`config.mk`:
```
export PLATFORM = sky130hd
export DESIGN_NAME = store_unit_flat
export DESIGN_NICKNAME = d
export VERILOG_FILES = /design/src/rtl/store_unit_if.sv /design/src/rtl/store_unit.sv /design/src/flat_wrapper.sv
export SDC_FILE = /design/constraint.sdc
export NUM_CORES = 1
export LEC_CHECK = 0
export BUFFER_PORTS_ARGS = -buffer_cell sky130_fd_sc_hd__buf_2
export CORE_MARGIN = 4
export CORE_UTILIZATION = 51
export CTS_CLUSTER_DIAMETER = 200
export CTS_CLUSTER_SIZE = 28
export DETAILED_ROUTE_END_ITERATION = 12
export HOLD_SLACK_MARGIN = 0.1
export PLACE_DENSITY = 0.81
export SLEW_MARGIN = 30
export SYNTH_ARGS = -nofsm -noshare
export SYNTH_HDL_FRONTEND = slang
export SYNTH_SLANG_ARGS = --single-unit
```
`constraint.sdc`:
```
create_clock -name clk -period 3.01 [get_ports clk]
set_input_delay 0.602 -clock clk [delete_from_list [all_inputs] [get_ports clk]]
set_output_delay 0.602 -clock clk [all_outputs]
set_load 0.01 [all_outputs]
```
`src/rtl/store_unit_if.sv`:
```
// Store unit bus bundle: launch inputs from the execute stage, status back,
// and the single-beat write channel to data memory.
interface store_unit_if;
    logic        start;
    logic [31:0] base;
    logic [31:0] ext_imm;
    logic [31:0] rt_data;
    logic [1:0]  size;
    logic        mem_req;
    logic [31:0] mem_addr;
    logic [31:0] mem_wdata;
    logic [3:0]  mem_be;
    logic        mem_ack;
    logic        busy;
    logic        done;
    logic        err;

    // Requester side: execute stage plus the memory's ack.
    modport master (
        output start, base, ext_imm, rt_data, size, mem_ack,
        input  mem_req, mem_addr, mem_wdata, mem_be, busy, done, err
    );

    // Store unit side.
    modport slave (
        input  start, base, ext_imm, rt_data, size, mem_ack,
        output mem_req, mem_addr, mem_wdata, mem_be, busy, done, err
    );
endinterface

```
`src/rtl/store_unit.sv`:
```
// Store unit: effective address generation, byte/half/word narrowing with
// lane replication and byte enables, and one req/ack write to data memory
// with misalignment and ack-timeout error reporting.
module store_unit #(
    parameter int unsigned ACK_TIMEOUT = 16
) (
    input logic         clk,
    input logic         rst_n,
    store_unit_if.slave bus
);

    typedef enum logic [1:0] {StIdle, StWait, StDone, StErr} state_e;

    localparam logic [7:0] LastCnt = 8'(ACK_TIMEOUT - 1);

    state_e      state_q;
    logic [7:0]  cnt_q;

    logic [31:0] ea;
    logic        bad;
    logic [31:0] lane_wdata;
    logic [3:0]  lane_be;

    // Effective address and lane placement from the live (unregistered) inputs.
    always_comb begin
        ea         = bus.base + bus.ext_imm;
        bad        = 1'b0;
        lane_wdata = '0;
        lane_be    = '0;
        unique case (bus.size)
            2'b00: begin
                lane_wdata = {4{bus.rt_data[7:0]}};
                lane_be    = 4'b0001 << ea[1:0];
            end
            2'b01: begin
                bad        = ea[0];
                lane_wdata = {2{bus.rt_data[15:0]}};
                lane_be    = ea[1] ? 4'b1100 : 4'b0011;
            end
            2'b10: begin
                bad        = (ea[1:0] != 2'b00);
                lane_wdata = bus.rt_data;
                lane_be    = 4'b1111;
            end
            default: begin
                bad = 1'b1;
            end
        endcase
    end

    // Transaction FSM; every output is a register written on state entry.
    always_ff @(posedge clk) begin
        if (!rst_n) begin
            state_q       <= StIdle;
            cnt_q         <= '0;
            bus.mem_req   <= 1'b0;
            bus.mem_addr  <= '0;
            bus.mem_wdata <= '0;
            bus.mem_be    <= '0;
            bus.busy      <= 1'b0;
            bus.done      <= 1'b0;
            bus.err       <= 1'b0;
        end else begin
            bus.done <= 1'b0;
            bus.err  <= 1'b0;
            unique case (state_q)
                // The DONE/ERR cycle is the last cycle of a transaction, so a
                // start on its closing edge launches the next one directly.
                StIdle, StDone, StErr: begin
                    state_q  <= StIdle;
                    bus.busy <= 1'b0;
                    if (bus.start) begin
                        bus.busy <= 1'b1;
                        if (bad) begin
                            state_q  <= StErr;
                            bus.done <= 1'b1;
                            bus.err  <= 1'b1;
                        end else begin
                            state_q       <= StWait;
                            cnt_q         <= '0;
                            bus.mem_req   <= 1'b1;
                            bus.mem_addr  <= {ea[31:2], 2'b00};
                            bus.mem_wdata <= lane_wdata;
                            bus.mem_be    <= lane_be;
                        end
                    end
                end
                StWait: begin
                    // Ack takes priority over a coincident timeout.
                    if (bus.mem_ack || (cnt_q == LastCnt)) begin
                        state_q       <= bus.mem_ack ? StDone : StErr;
                        bus.done      <= 1'b1;
                        bus.err       <= !bus.mem_ack;
                        bus.mem_req   <= 1'b0;
                        bus.mem_addr  <= '0;
                        bus.mem_wdata <= '0;
                        bus.mem_be    <= '0;
                    end else begin
                        cnt_q <= cnt_q + 8'd1;
                    end
                end
                default: begin
                    state_q <= StIdle;
                end
            endcase
        end
    end

endmodule

```
`src/flat_wrapper.sv`:
```
// flat-port wrapper written by rule: the top's interface ports become plain ports
module store_unit_flat 
#(
    parameter int unsigned ACK_TIMEOUT = 16
)
  (clk, rst_n, bus_start, bus_base, bus_ext_imm, bus_rt_data, bus_size, bus_mem_ack, bus_mem_req, bus_mem_addr, bus_mem_wdata, bus_mem_be, bus_busy, bus_done, bus_err);
  store_unit_if bus_i ();
  input logic clk;
  input logic rst_n;
  input wire logic [$bits(bus_i.start)-1:0] bus_start;
  input wire logic [$bits(bus_i.base)-1:0] bus_base;
  input wire logic [$bits(bus_i.ext_imm)-1:0] bus_ext_imm;
  input wire logic [$bits(bus_i.rt_data)-1:0] bus_rt_data;
  input wire logic [$bits(bus_i.size)-1:0] bus_size;
  input wire logic [$bits(bus_i.mem_ack)-1:0] bus_mem_ack;
  output wire logic [$bits(bus_i.mem_req)-1:0] bus_mem_req;
  output wire logic [$bits(bus_i.mem_addr)-1:0] bus_mem_addr;
  output wire logic [$bits(bus_i.mem_wdata)-1:0] bus_mem_wdata;
  output wire logic [$bits(bus_i.mem_be)-1:0] bus_mem_be;
  output wire logic [$bits(bus_i.busy)-1:0] bus_busy;
  output wire logic [$bits(bus_i.done)-1:0] bus_done;
  output wire logic [$bits(bus_i.err)-1:0] bus_err;
  assign bus_i.start = bus_start;
  assign bus_i.base = bus_base;
  assign bus_i.ext_imm = bus_ext_imm;
  assign bus_i.rt_data = bus_rt_data;
  assign bus_i.size = bus_size;
  assign bus_i.mem_ack = bus_mem_ack;
  assign bus_mem_req = bus_i.mem_req;
  assign bus_mem_addr = bus_i.mem_addr;
  assign bus_mem_wdata = bus_i.mem_wdata;
  assign bus_mem_be = bus_i.mem_be;
  assign bus_busy = bus_i.busy;
  assign bus_done = bus_i.done;
  assign bus_err = bus_i.err;
  store_unit #(.ACK_TIMEOUT(ACK_TIMEOUT)) u_core (.clk(clk), .rst_n(rst_n), .bus(bus_i));
endmodule
```
Word level (Yosys, flattened, before mapping):

Cells that the tools add are included.
Widths: inputs -> output; s select.

* register bits: 82
* input bits: 102
* output and inout port bits: 72
* logic and storage cells: 65

* $add $sub $neg: 2
* equality and inequality tests: 10
* shifts and indexed selects: 1
* muxes and demuxes: 35
* reduce and logical (&&, ||, !) cells: 8

Operators with widths (number)
* $mux 32: 5
* $pmux 32 s2: 2
* $pmux 32 s3: 1
* $add 32x32->32: 1
* $mux 8: 3
* $mux 4: 4
* $pmux 8 s2: 1
* $pmux 4 s3: 1
* $mux 1: 9
* $add 8x1->8 const B: 1
* $eq 8x4->1 const B: 1
* $pmux 4 s2: 1
* $eq 2x2->1 const B: 3
* $mux 2: 3
* $ne 2x2->1 const B: 3
* $pmux 1 s2: 3
* $reduce_and 3->1: 2
* $eq 2x1->1 const B: 2
* $logic_not 2->1: 2
* $pmux 2 s2: 1
* $shl 1x2->4 const A: 1
* $pmux 1 s3: 1
* $reduce_or 3->1: 1
* $ne 2x1->1 const B: 1
* other kinds (3): 3

Depth between registers and ports, before layout:

Gate-level depths: netlist (run 1).

* depth after elaboration: 6
* gate-level depth with buffers: 11
* gate-level depth less buffers: 11

Worst setup path after synthesis (run 1):

OpenSTA, ideal clock, no wires.

* kind: input to register
* start point: input bus_ext_imm[0]
* end point: register u_core.bus.mem_addr[28]
* setup time: 0.134 ns
* arrival: 2.505 ns
* data required time: 2.876 ns
* slack: 0.371 ns
* cell stages on the path: 11
* buffers on the path: 2
* cell sequence: ha_1 -> inv_1 -> fa_1 -> a21o_1 -> nor2b_1 -> buf_4 -> nand2_1 -> clkbuf_1 -> nor2_1 -> a221oi_1 -> o211ai_1

* longest elaborated chain between the ends: 5
* elaborated cells between the ends (all ways): 8
* those cells by class: add/sub (1); eq/ne (1); mux (4); reduce/logical (2)

Ends and longest elaborated chain
* start: declaration: RTL line flat_wrapper.sv:12 `input wire logic [$bits(bus_i.ext_imm)-1:0] bus_ext_imm;`
* $add 32x32->32 *: RTL line store_unit.sv:26 `ea = bus.base + bus.ext_imm;`
* $reduce_bool 2->1: RTL line store_unit.sv:41 `bad = (ea[1:0] != 2'b00);`
* $pmux 1 s3: RTL line store_unit.sv:30 `unique case (bus.size)`
* $ne 2x2->1 (no line)
* $reduce_and 3->1 (no line)
* end signal: assignment: RTL line store_unit.sv:82 `bus.mem_addr <= {ea[31:2], 2'b00};`
* end: declaration: RTL line store_unit_if.sv:27 `output mem_req, mem_addr, mem_wdata, mem_be, busy, done, err`

Every way passes the cells marked *; elsewhere a longest branch is shown, timed or not. The select of a mux whose other input is x is not followed.
A chain may end at the register's enable or synchronous reset.

Worst setup path after layout (run 1):

Ends and elaborated chain as after synthesis.

==> results.cfg, run 1 <==
[routing]
routed_wl_um = 14070
dr_wl_met2_um = 6858
first_iter_violations = 242
wl_met3_um = 1041
avgViaCountPerCell = 5.652
drc = 0
wl_per_cell_um = 15.23
top_layer_used = met4
drt_first_pass_iters = 5
postRouteAntennaNets = 0
met1_length_um = 5846
vias = 5222

[grt]
grt_overflow = 0
grt_max_degree = 45
grt_pass1_wl_um = 22610
grtUsageTotal_pct = 24.30
antenna_found_initial = 0
grt_pass1_vias = 4930

[place]
dpl_cell_area_um2 = 5947
placed_cells = 908
place_congestion = 0.9343
port_buffers = 171
dp_slack_ns = 0.1042
dp_hpwl_um = 11010

[clock_network]
clk_pin_slew_worst_paths_ns = 0.09
cts_made_buffers = 9
cts_hold_buf = 0
cts_sinks = 80
cts_tree = yes
post_cts_buffers = 0
clockRootBuffer = clkbuf_8
cts-resized-gates = 0
cts.htree.levels = 3
clock_latency_ns = 0.35
clock_path_buffers = 2

[worst_hold_path]
min_path_cells = 2
hp-class = flop to flop
whs_endpoint = u_core.bus.mem_addr[27]
min-delay-start = u_core.bus.mem_addr[27]

[power_and_ir_drop]
pwr-share-seq_pct = 43.7
switching_share_pct = 33.53
internal-power_mw = 1.762
power.density_nw_per_um2 = 433.7
peakVddDrop_mv = 0.2144
power_mw = 2.650
clkPwrFrac_pct = 25.9
p_sw_mw = 0.8887
power_frac_comb_pct = 30.4
leakagePower_nw = 2.786

[yosys]
async_reset_ff_share_pct = 0
synth_common_cells = 87 x a21oi_1, 80 x dfxtp_1, 67 x nor2_1, 58 x nor2b_1, 50 x nand2_1
synthFlopType = dfxtp_1
yosysTopAreaCellShare_pct = 32.36
synth_seq_cells = 80
seq_area_frac_synth_pct = 32.36
ys_top_cells_by_area = dfxtp_1 32%, a21oi_1 8.8%, ha_1 8.1%
synthesis.instances = 627
syn_area_um2 = 4950
yosysUniqueCellTypes = 64
yosys_warnings = 0
synth_edf_count = 0
synth_area_per_cell_um2 = 7.894
synth_area_leader_cell = dfxtp_1
yosysMostFrequentCell = a21oi_1

[floorplanning]
start_util_pct = 53.07
dieHeight_um = 106.5
die_x_um = 106.5
die_area_um2 = 11350
core_area_um2 = 9328
num_io_pins = 174
fp-row-count = 35

[critical_path]
rrSetupSlack_ns = 0.99
ff2ff_path_depth = 8
cp_data_arrival_time_ns = 2.79
worstSetupEndpointType = flop
r2r-end = u_core.cnt_q[7]
cp-start-kind = input port
r2r_start = u_core.cnt_q[0]
worst-path-max-fanout = 14
cp.required_ns = 3.23
critPathKind = input port to flop

[finish]
stdcell_count = 924
nets = 925
nFillCells = 837
diodes = 0
fin_area_um2 = 6111
drive_above_1_share_pct = 27.04
syn2layout_area_growth_pct = 23.46

[timing]
period_share_pct = 85.30
rsz0062_at_grt = false
hold_viol = 0
worstMarginPinSlew_ns = 0.6579
min_period_ns = 2.568
clock-skew-final_ns = 0.009054
finalSetupTns_ns = 0
maxSlewViolCount = 0
setup_ws_ns = 0.4423
setup_viol = 0
relSlewSlack_pct = 55.84
fmax_mhz = 389.5

[status]
status = finished, final reports clean

[run]
drv_cap = 0
per-layer routing:
layer | GRT usage (%) | up-vias
met5 | 0 | -
met3 | 3.764 | 31
met2 | 42.76 | 217
met1 | 29.80 | 2427
li1 | - | 2547
met4 | 9.224 | 0
flip-flops by register name (all words and copies together) (netlist names):
name	count
u_core.state_q	2
u_core.bus.mem_wdata	32
u_core.bus.mem_req	1
u_core.bus.busy	1
u_core.bus.mem_addr	30
u_core.bus.done	1
u_core.bus.err	1
u_core.cnt_q	8
u_core.bus.mem_be	4
power by group through the flow:
stage	Sequential, mW	Clock, mW	Combinational (mW)
final	1.16	0.686	0.805
after global routing	1.17	0.746	0.888
after CTS	1.16	0.699	0.800
after detailed placement	1.18	0	0.795
after global placement	1.18	0	0.778
after floorplan	1.21	0	0.502
worst max-delay path: stages:
cell and delay (ns):
buf_2 0.10, ha_1 0.22, inv_1 0.07, fa_1 0.46
a21o_1 0.21, nor2b_2 0.18, buf_4 0.16, nand2_1 0.08
buf_4 0.21, nor2_1 0.06, a221oi_1 0.27, o211ai_1 0.15
area by class of cell:
type	instances	area [µm²]	share of cell area, %
clock buffers	10	127.6	2.088
clock inverters	6	36.28	0.5938
inverters	7	26.28	0.4300
multi-input cells	509	3187	52.15
flip-flops and latches	80	1602	26.21
well taps	129	161.4	2.641
repair buffers	183	970.9	15.89
per-stage QoR:
stage          hold slack [ns]  util (%)
2_1_floorplan           0.4697         -
3_3_place_gp            0.4383     63.76
3_5_place_dp            0.4445     63.76
4_1_cts                 0.4651     65.51
5_1_grt                 0.4840     65.51
6_report                0.4609     65.51
how the worst max path moves through the flow:
| stage | end | startpoint | slack, ns | cells after the start |
|---|---|---|---|---|
| finish | u_core.bus.mem_addr[28] | bus_ext_imm[0] | 0.44 | 12 |
| global route | u_core.bus.mem_wdata[23] | bus_ext_imm[0] | 0.35 | 11 |
| detailed placement | u_core.cnt_q[7] | bus_ext_imm[0] | 0.10 | 10 |
| global placement | u_core.cnt_q[7] | bus_ext_imm[0] | 0.18 | 10 |
| floorplan | u_core.bus.mem_addr[28] | bus_ext_imm[0] | 0.37 | 11 |
| CTS | u_core.cnt_q[7] | bus_ext_imm[0] | 0.47 | 10 |
logic make-up after synthesis:
| group | Yosys count | synth area share, % |
|---|---|---|
| adder cells (fa/ha/maj) | 33 | 8.493 |
| other | 1 | 0.07576 |
| AO/OA/AOI/OAI | 202 | 25.15 |
| buffers and inverters | 39 | 3.488 |
| flip-flops | 80 | 32.36 |
| XOR/XNOR | 29 | 5.131 |
| multiplexers | 10 | 2.022 |
| AND/OR/NAND/NOR | 233 | 23.28 |
layout by cell type (no fill, tap or decap), drive strengths merged, types with 2 or more instances in the layout:
cell and instances:
o21ai 39, a21oi 89, and3 6, o211ai 2
a211o 4, inv 7, and2 2, a211oi 2
nand3 15, clkbuf 10, o21bai 4, nor3 10
ha 32, a22oi 14, mux2i 10, nor2b 59
clkinv 5, nand4 8, nand2b 4, nand2 50
a22o 2, nor2 72, dfxtp 80, o21a 7
xor2 11, a21o 9, buf 183, xnor2 18
o311ai 2, conb 2, a31oi 8, a21boi 9
No activity file was read; power rests on OpenSTA's default activity.
==> run 2: changes to the inputs <==
Settings changed: CORE_UTILIZATION 51 to 52, CTS_BUF_LIST from default to sky130_fd_sc_hd__clkbuf_8, PLACE_DENSITY 0.81 to 0.83.
==> run 2 against run 1 <==
  * Cell area grew 0.45%
  * Count of clock-buffer cells in the layout shrank 1
  * Sequential cell count is the same
  * Fmax grew 0.24%
  * Critical path depth shrank 2
  * Combinational power grew 0.7%
==> results.cfg, run 2 (synthesis gave the netlist of run 1 again) <==
[place]
port_buffers = 171
dp_hpwl_um = 11190
place_congestion = 0.9192

[worst_hold_path]
whs_endpoint = u_core.bus.mem_addr[25]
min-delay-start = u_core.bus.mem_addr[25]
min_path_cells = 2
hp-class = flop to flop

[clock_network]
cts_sinks = 80
cts.htree.levels = 3
cts-resized-gates = 0
clock_path_buffers = 2
post_cts_buffers = 0
cts_tree = yes
cts_made_buffers = 9
clock_latency_ns = 0.36
clk_pin_slew_worst_paths_ns = 0.09
clockRootBuffer = clkbuf_8
cts_hold_buf = 0

[floorplanning]
fp-row-count = 35
die_area_um2 = 11140
die_x_um = 105.6
num_io_pins = 174
dieHeight_um = 105.6
start_util_pct = 53.57
core_area_um2 = 9240

[grt]
grt_pass1_vias = 5149
grt_pass1_wl_um = 23450
antenna_found_initial = 0
grtUsageTotal_pct = 25.28
grt_overflow = 0
grt_max_degree = 45

[routing]
drc = 0
drt_first_pass_iters = 5
avgViaCountPerCell = 5.544
postRouteAntennaNets = 0
vias = 5134
wl_per_cell_um = 15.42
routed_wl_um = 14280
first_iter_violations = 249

[critical_path]
path_cells = buf_2, ha_1, inv_1, fa_1, a21o_1, nor2b_2, nor2_2, or4b_1, xor2_1, nor2_1
path_delay_family = simple AND/OR/NAND/NOR gates
critPathKind = input port to flop
r2r-end = u_core.cnt_q[7]
cp_data_arrival_time_ns = 2.80
cp-start-kind = input port
cp_slowest_cell = fa_1
worstSetupEndpointType = flop
cp_num_buf_inv = 2
r2r_start = u_core.cnt_q[0]
ff2ff_path_depth = 8
cpPeakStageDelay_ns = 0.55
rrSetupSlack_ns = 1.00
worst-path-max-fanout = 7
cp.required_ns = 3.25

[timing]
worstMarginPinSlew_ns = 0.6682
maxSlewViolCount = 0
relSlewSlack_pct = 55.16
min_period_ns = 2.561
fmax_mhz = 390.4
setup_viol = 0
rsz0062_at_grt = false
period_share_pct = 85.10
finalSetupTns_ns = 0
clock-skew-final_ns = 0.01132
hold_viol = 0

[power_and_ir_drop]
leakagePower_nw = 2.798
power_mw = 2.755
power.density_nw_per_um2 = 448.8
peakVddDrop_mv = 0.2766

[run]
drv_cap = 0

[finish]
syn2layout_area_growth_pct = 24.01
final_common_cell = buf_2
final_cell_mix = 171 x buf_2, 87 x a21oi_1, 80 x dfxtp_1
nets = 927
diodes = 0
drive_above_1_share_pct = 27.10
largestRegisters = u_core.bus.mem_wdata x32, u_core.bus.mem_addr x30, u_core.cnt_q x8
top_register = u_core.bus.mem_wdata
largest_reg_flops = 32

[status]
status = finished, final reports clean
[run 2: routing by layer]
layer	up-vias	global-route usage, %	wire (µm)
met5	-	0	0
met4	0	8.696	220
met3	20	4.103	1022
met1	2361	30.46	5906
li1	2552	-	-
met2	201	45.40	7129
[run 2: worst reg2reg max path, stage by stage (launching register included)]
cell and delay (ns):
dfxtp_1 0.35, ha_1 0.24, nand3_1 0.16, nor2_2 0.08, nor2_1 0.22, nor2_2 0.11, or4b_1 0.55, xor2_1 0.15
nor2_1 0.05
[run 2: cell type report]
class | instances | area (µm²)
Clock inverter | 7 | 65.06
Tap cell | 129 | 161.4
Timing Repair Buffer | 185 | 973.4
Inverter | 7 | 26.28
Fill cell | 809 | 3102
Multi-Input combinational cell | 509 | 3187
Sequential cell | 80 | 1602
Clock buffer | 9 | 123.9
[run 2: how the worst max path moves through the flow]
stage,slack [ns],to,from,cells after the start
after floorplan,0.37,u_core.bus.mem_addr[28],bus_ext_imm[0],11
after global placement,0.15,u_core.cnt_q[7],bus_ext_imm[0],10
after detailed placement,0.09,u_core.cnt_q[7],bus_ext_imm[0],10
after CTS,0.47,u_core.cnt_q[7],bus_ext_imm[0],10
after global routing,0.21,u_core.bus.mem_addr[26],bus_ext_imm[0],12
final,0.45,u_core.cnt_q[7],bus_ext_imm[0],10
[run 2: metrics by stage]
step / setup slack [ns] / utilization [%] / area (µm²) / cells / hold slack, ns
6_report: 0.4486 / 66.43 / 6138 / 926 / 0.4594
5_1_grt: 0.2107 / 66.43 / 6138 / 926 / 0.4809
2_1_floorplan: 0.3714 / - / 4954 / 628 / 0.4697
3_3_place_gp: 0.1549 / 64.39 / 5949 / 910 / 0.4369
4_1_cts: 0.4700 / 66.43 / 6138 / 926 / 0.4628
3_5_place_dp: 0.08715 / 64.39 / 5949 / 910 / 0.4434
[run 2: power by group]
group | leakage, nW | switching (mW) | total [mW] | internal (mW)
logic | 2.05 | 0.467 | 0.811 | 0.344
clock network | 0.0938 | 0.410 | 0.786 | 0.376
registers | 0.651 | 0.0350 | 1.16 | 1.12
